$ cat src/rtl/fetch_sequencer.sv
// Instruction fetch sequencer: walks a registered PC through instruction
// memory and hands words to decode through a one-entry valid/ready issue
// register. Handles halt words, resume, redirects and range faults.
module fetch_sequencer #(
  parameter int unsigned SIZE_IM  = 128,
  parameter logic [31:0] RESET_PC = 32'h0000_0000
) (
  input  logic        clk,
  input  logic        i_Rst,
  output logic [31:0] o_Addr,
  input  logic [31:0] i_Instruction,
  output logic [31:0] o_Instruction,
  output logic [31:0] o_PC,
  output logic        o_Valid,
  input  logic        i_Ready,
  input  logic        i_Redirect,
  input  logic [31:0] i_Target,
  input  logic        i_Resume,
  output logic        o_Halted,
  output logic        o_Fault,
  output logic [15:0] o_IssueCount
);

  localparam logic [1:0]  S_IDLE    = 2'd0;
  localparam logic [1:0]  S_RUN     = 2'd1;
  localparam logic [1:0]  S_HALT    = 2'd2;
  localparam logic [1:0]  S_FAULT   = 2'd3;
  localparam logic [31:0] LIMIT     = 32'(SIZE_IM) << 2;
  localparam logic [31:0] IDLE_ADDR = 32'hFFFF_FFFC;
  localparam logic [31:0] RST_INSTR = 32'hFC00_0000;
  localparam logic [5:0]  HALT_OP   = 6'b111111;

  logic [1:0]  r_state, w_state_nxt;
  logic [31:0] r_pc, w_pc_nxt, w_pc_inc;
  logic [31:0] r_instr, w_instr_nxt;
  logic [31:0] r_opc, w_opc_nxt;
  logic        r_valid, w_valid_nxt;
  logic        r_halted, r_fault;
  logic [15:0] r_count;
  logic        w_xfer, w_redir, w_tgt_bad, w_in_range, w_load, w_is_halt, w_cnt_inc;

  assign o_Addr        = (r_state == S_RUN) ? r_pc : IDLE_ADDR;
  assign o_Instruction = r_instr;
  assign o_PC          = r_opc;
  assign o_Valid       = r_valid;
  assign o_Halted      = r_halted;
  assign o_Fault       = r_fault;
  assign o_IssueCount  = r_count;

  // Handshake and fetch qualifiers shared by the next-state logic.
  always_comb begin
    w_xfer     = r_valid & i_Ready;
    w_redir    = i_Redirect & ((r_state == S_RUN) | (r_state == S_HALT));
    w_tgt_bad  = (i_Target[1:0] != 2'b00) | (i_Target >= LIMIT);
    w_pc_inc   = r_pc + 32'd4;
    // PC sits at LIMIT after the last word is loaded; no further fetch.
    w_in_range = r_pc < LIMIT;
    w_load     = (r_state == S_RUN) & (~r_valid | i_Ready) & ~i_Redirect & w_in_range;
    w_is_halt  = i_Instruction[31:26] == HALT_OP;
    // A redirect discards the held word, so it never counts as issued.
    w_cnt_inc  = w_xfer & ~w_redir & (r_count != 16'hFFFF);
  end

  // Next state for the FSM, PC and issue register; redirect wins over all.
  always_comb begin
    w_state_nxt = r_state;
    w_pc_nxt    = r_pc;
    w_valid_nxt = r_valid;
    w_instr_nxt = r_instr;
    w_opc_nxt   = r_opc;
    if (w_redir) begin
      w_valid_nxt = 1'b0;
      w_pc_nxt    = i_Target;
      w_state_nxt = w_tgt_bad ? S_FAULT : S_RUN;
    end else begin
      case (r_state)
        S_IDLE: begin
          w_state_nxt = S_RUN;
          w_pc_nxt    = RESET_PC;
        end
        S_RUN: begin
          if (w_load) begin
            if (w_is_halt) begin
              // Halt word is not issued; PC stays on it for resume.
              w_valid_nxt = 1'b0;
              w_state_nxt = S_HALT;
            end else begin
              w_instr_nxt = i_Instruction;
              w_opc_nxt   = r_pc;
              w_valid_nxt = 1'b1;
              w_pc_nxt    = w_pc_inc;
            end
          end else if (!w_in_range && (!r_valid || i_Ready)) begin
            // Last in-range word has drained: stop for good.
            w_valid_nxt = 1'b0;
            w_state_nxt = S_FAULT;
          end else if (w_xfer) begin
            w_valid_nxt = 1'b0;
          end
        end
        S_HALT: begin
          if (w_xfer) w_valid_nxt = 1'b0;
          if (i_Resume) begin
            w_pc_nxt    = w_pc_inc;
            w_state_nxt = (w_pc_inc >= LIMIT) ? S_FAULT : S_RUN;
          end
        end
        default: w_valid_nxt = 1'b0;
      endcase
    end
  end

  // State registers; flags are registered decodes of the next state.
  always_ff @(posedge clk or negedge i_Rst) begin
    if (!i_Rst) begin
      r_state  <= S_IDLE;
      r_pc     <= RESET_PC;
      r_valid  <= 1'b0;
      r_instr  <= RST_INSTR;
      r_opc    <= 32'd0;
      r_halted <= 1'b0;
      r_fault  <= 1'b0;
      r_count  <= 16'd0;
    end else begin
      r_state  <= w_state_nxt;
      r_pc     <= w_pc_nxt;
      r_valid  <= w_valid_nxt;
      r_instr  <= w_instr_nxt;
      r_opc    <= w_opc_nxt;
      r_halted <= (w_state_nxt == S_HALT);
      r_fault  <= (w_state_nxt == S_FAULT);
      if (w_cnt_inc) r_count <= r_count + 16'd1;
    end
  end

endmodule

$ cat config.mk
export PLATFORM = sky130hd
export DESIGN_NAME = fetch_sequencer
export DESIGN_NICKNAME = d
export VERILOG_FILES = /design/src/rtl/fetch_sequencer.sv
export SDC_FILE = /design/constraint.sdc
export NUM_CORES = 1
export LEC_CHECK = 0
export CAP_MARGIN = 20
export CORE_MARGIN = 2
export CORE_UTILIZATION = 43
export CTS_CLUSTER_SIZE = 14
export DETAILED_ROUTE_END_ITERATION = 6
export GPL_ROUTABILITY_DRIVEN = 0
export PLACE_DENSITY_LB_ADDON = 0.08
export SLEW_MARGIN = 25
export SYNTH_ARGS = -nofsm -noshare
export SYNTH_HDL_FRONTEND = slang
export SYNTH_SLANG_ARGS = --single-unit
$ cat constraint.sdc
create_clock -name clk -period 2.4 [get_ports clk]
set_input_delay 0.6 -clock clk [delete_from_list [all_inputs] [get_ports clk]]
set_output_delay 0.6 -clock clk [all_outputs]
set_load 0.01 [all_outputs]
==> metrics.txt <==
largest family of logic cells by synthesized area simple AND/OR/NAND/NOR gates; number of global-route vias before repair 6011; Critical Path, Cell by Cell nor4_2 > nand4_1 > or3_4 > nor4_4 > buf_4 > o31ai_4 > or2_1 > buf_6 > o311ai_4; first-pass GRT wire length 30.82 mm; max frequency 0.3837 GHz; fraction of registers with async set/reset 100.0%; top-area cell type share of the netlist area 45.17%; worst hold margin 0.2347 ns; hold-fix buffers at CTS 0; violated checks setup timing; worst min-delay path category primary input to async pin; Leak Pwr 0.004353 uW; adder-cell share of the synthesized area 1.424%; clock sinks 117; reg-to-reg slack, setup -0.21 ns; compound-cell area share of the yosys netlist 11.80%; Placed Cells incl. Taps 1047; number of hold-slack violations in the final timing report 0; number of max-cap violations 0; Die Span Y 123.6 um; count of TritonRoute iterations in the first routing pass 7; unrepaired setup endpoints after global routing true; total power of the final layout 10490 uW; root buffer selected by CTS clkbuf_16; number of CTS-inserted buffers 17; number of antenna violations at the first check in global routing 0; worst-case setup slack after placement -0.3567 ns; count of non-filler cells in the finished layout 1102; Worst EP required 2.70 ns; number of diodes 0; Core Rows 43; Least-Margin Pin Slew 0.6695 ns; source-to-sink clock delay at the later pin of the worst-skew pair 0.41 ns; Post-layout nets 985; final period utilization 108.6%; pins over their slew limit 0; post-route clock skew 0.01017 ns; area of the core 0.01393 mm^2; effective utilization at floorplan 44.13%; outcome finished, violations left; clock slew at reported path FFs 0.06 ns; IR Drop Worst-Case VDD 585.5 uV; Critical Path AT 2.91 ns; Syn Nets 710; Post-Syn Area 0.006150 mm^2; remaining number of nets flagged by the antenna check after routing 0; area used by multi-input combinational logic 0.003356 mm^2; Die X 123.6 um; post-synthesis xor/xnor area fraction 3.276%; Setup Crit Path Kind flip-flop to flip-flop; Port-buffer cells 183; die area 0.01527 mm^2; share of the core filled with cells in the final layout 72.26%; leading post-synthesis cells by cell area dfrtp_1 (45%), mux2_2 (8.2%), o21ai_0 (4.0%), nor2_1 (3.2%), nand2b_1 (2.8%); maximum number of pins on one net before global-route repair 118; library cell with the largest summed area after synthesis dfrtp_1; reg-to-reg critical path endpoint r_pc[24]; synthesized area per cell 9.700 um^2; number of enable flip-flop cells after synthesis 0; kind of capture point of the worst setup path flip-flop; Tmin final 2.606 ns; final worst slack -0.2059 ns; CTS tree done; kind of start point of the critical path flip-flop; register area share after synthesis 47.73%; Initial DRC Count 490; fraction of synthesized area in multiplexers 8.240%; Via Count 6222; total global-route track usage 26.35%; area of all sequential standard cells 0.002938 mm^2; number of register bits inferred by synthesis 117; global route overflow 0; layout cell share with drive strength beyond 1 26.68%; post-synthesis share of cell area spent on and, or, nand and nor gates 23.76%; dominant register cell in the synthesized netlist dfrtp_1; longest individual stage delay on the worst path 0.45 ns; number of top-level pins 184; depth of the most critical reg-to-reg path 9; CP max stage cell or3_4; most numerous cell types in the synthesized netlist dfrtp_1 (111), nor2_1 (52), o21ai_0 (49); most frequent cell after synthesis dfrtp_1; count of unresolved DRC violations after routing 0; Max-slew headroom 55.37%; Reg2Reg Launch Point r_pc[20]; Unique masters post-synth 56; Layout Area Growth over Synthesis 63.74%; H-Tree Level Count 4; wire length after detailed routing 21.11 mm; critical path peak fanout 7; Power Dens Cells 1042 mW/mm^2; Fillers 1021; final routed wire length divided by cell count 19.15 um; HPWL reported at the end of detailed placement 13.59 mm; CP endpoint r_pc[24]; synthesized netlist cell count 634; start point of the critical path r_pc[20]; # setup viols final 61; buffer levels on the longest clock path 2; YS warnings 0; via density per instance 5.646
worst max-delay path, delay by kind of cell, from the launching register on:
family          cells  cell delay (ns)
compound gates      2             0.32
simple gates        5             1.43
buf+inv             2             0.35
flops               1             0.38
per-layer routing:
metal / vias to the layer above / track usage [%] / part of all wire (%)
met2: 330 / 42.99 / 48
met4: 0 / 10.94 / 2.8
li1: 2824 / - / -
met1: 3018 / 33.92 / 41
met5: - / 0 / 0
met3: 50 / 5.861 / 7.9
placed cells by master (no fill, tap or decap), types with 6 or more instances in the layout:
master / netlist / layout
nor2b_1: 26 / 26
nand4_1: 19 / 19
xnor2_1: 12 / 12
clkinvlp_4: 0 / 6
nor4_2: 2 / 6
nand3_1: 25 / 22
a21oi_1: 18 / 16
dfrtp_1: 111 / 109
nand2_1: 42 / 42
clkdlybuf4s50_1: 0 / 150
a22oi_1: 8 / 7
buf_6: 0 / 7
clkbuf_16: 0 / 17
nand2b_1: 28 / 27
nor2_1: 52 / 50
nor4_1: 16 / 10
dlygate4sd2_1: 0 / 31
and3_1: 8 / 8
mux2_2: 45 / 13
dfstp_2: 6 / 6
o21ai_1: 1 / 23
inv_1: 13 / 12
mux2_4: 0 / 32
buf_4: 0 / 101
o21ai_0: 49 / 25
buf_12: 0 / 6
a31oi_1: 7 / 7
xor2_1: 11 / 11
nor3_1: 19 / 15
metrics by stage:
step / setup TNS, ns / area (um^2)
3_5_place_dp: -20.93 / 8756
3_3_place_gp: -14.16 / 8756
6_report: -7.076 / 10070
4_1_cts: -6.035 / 9733
2_1_floorplan: 0 / 6150
5_1_grt: -16.25 / 10070
cell families (layout without fill, tap and decap cells):
| family | after synthesis | after routing |
|---|---|---|
| AND/OR/NAND/NOR | 268 | 268 |
| flip-flops | 117 | 117 |
| AO/OA/AOI/OAI | 116 | 116 |
| buffers and inverters | 58 | 346 |
| multiplexers | 45 | 45 |
| XOR/XNOR | 23 | 23 |
| adder cells (fa/ha/maj) | 7 | 7 |
flip-flops by register name (all words and copies together) (netlist names):
register / flops
o_Fault: 1
o_Halted: 1
o_Instruction: 32
o_IssueCount: 16
o_PC: 32
o_Valid: 1
r_pc: 32
r_state: 2
final cells by class:
type | count | share of cell area [%]
inverters | 13 | 0.4846
multi-input cells | 459 | 33.32
well taps | 180 | 2.237
clock buffers | 18 | 4.361
repair buffers | 301 | 28.68
clock inverters | 14 | 1.740
flip-flops and latches | 117 | 29.17
how the worst min path moves through the flow:
stage | start | cells after the start | end | slack (ns)
3_3_place_gp | o_IssueCount[8] | 1 | o_IssueCount[8] | 0.47
6_report | i_Rst | 2 | o_Instruction[5] | 0.23
4_1_cts | i_Rst | 2 | o_Instruction[5] | 0.30
2_1_floorplan | i_Rst | 0 | o_Fault | 0.30
3_5_place_dp | o_PC[16] | 1 | o_PC[16] | 0.49
5_1_grt | i_Rst | 2 | o_Instruction[5] | 0.30
report_power, final:
group | internal (uW) | switching, uW | total, uW
sequential | 2500 | 340 | 2840
combinational | 2540 | 2500 | 5050
clock | 1660 | 942 | 2610
timing repair:
action	CTS	global route
cloned	5	0
setup endpoints to repair	125	101
setup buffers	6	12
resized for setup	81	74
pin swaps	4	8
(Power assumes the default switching activity.)
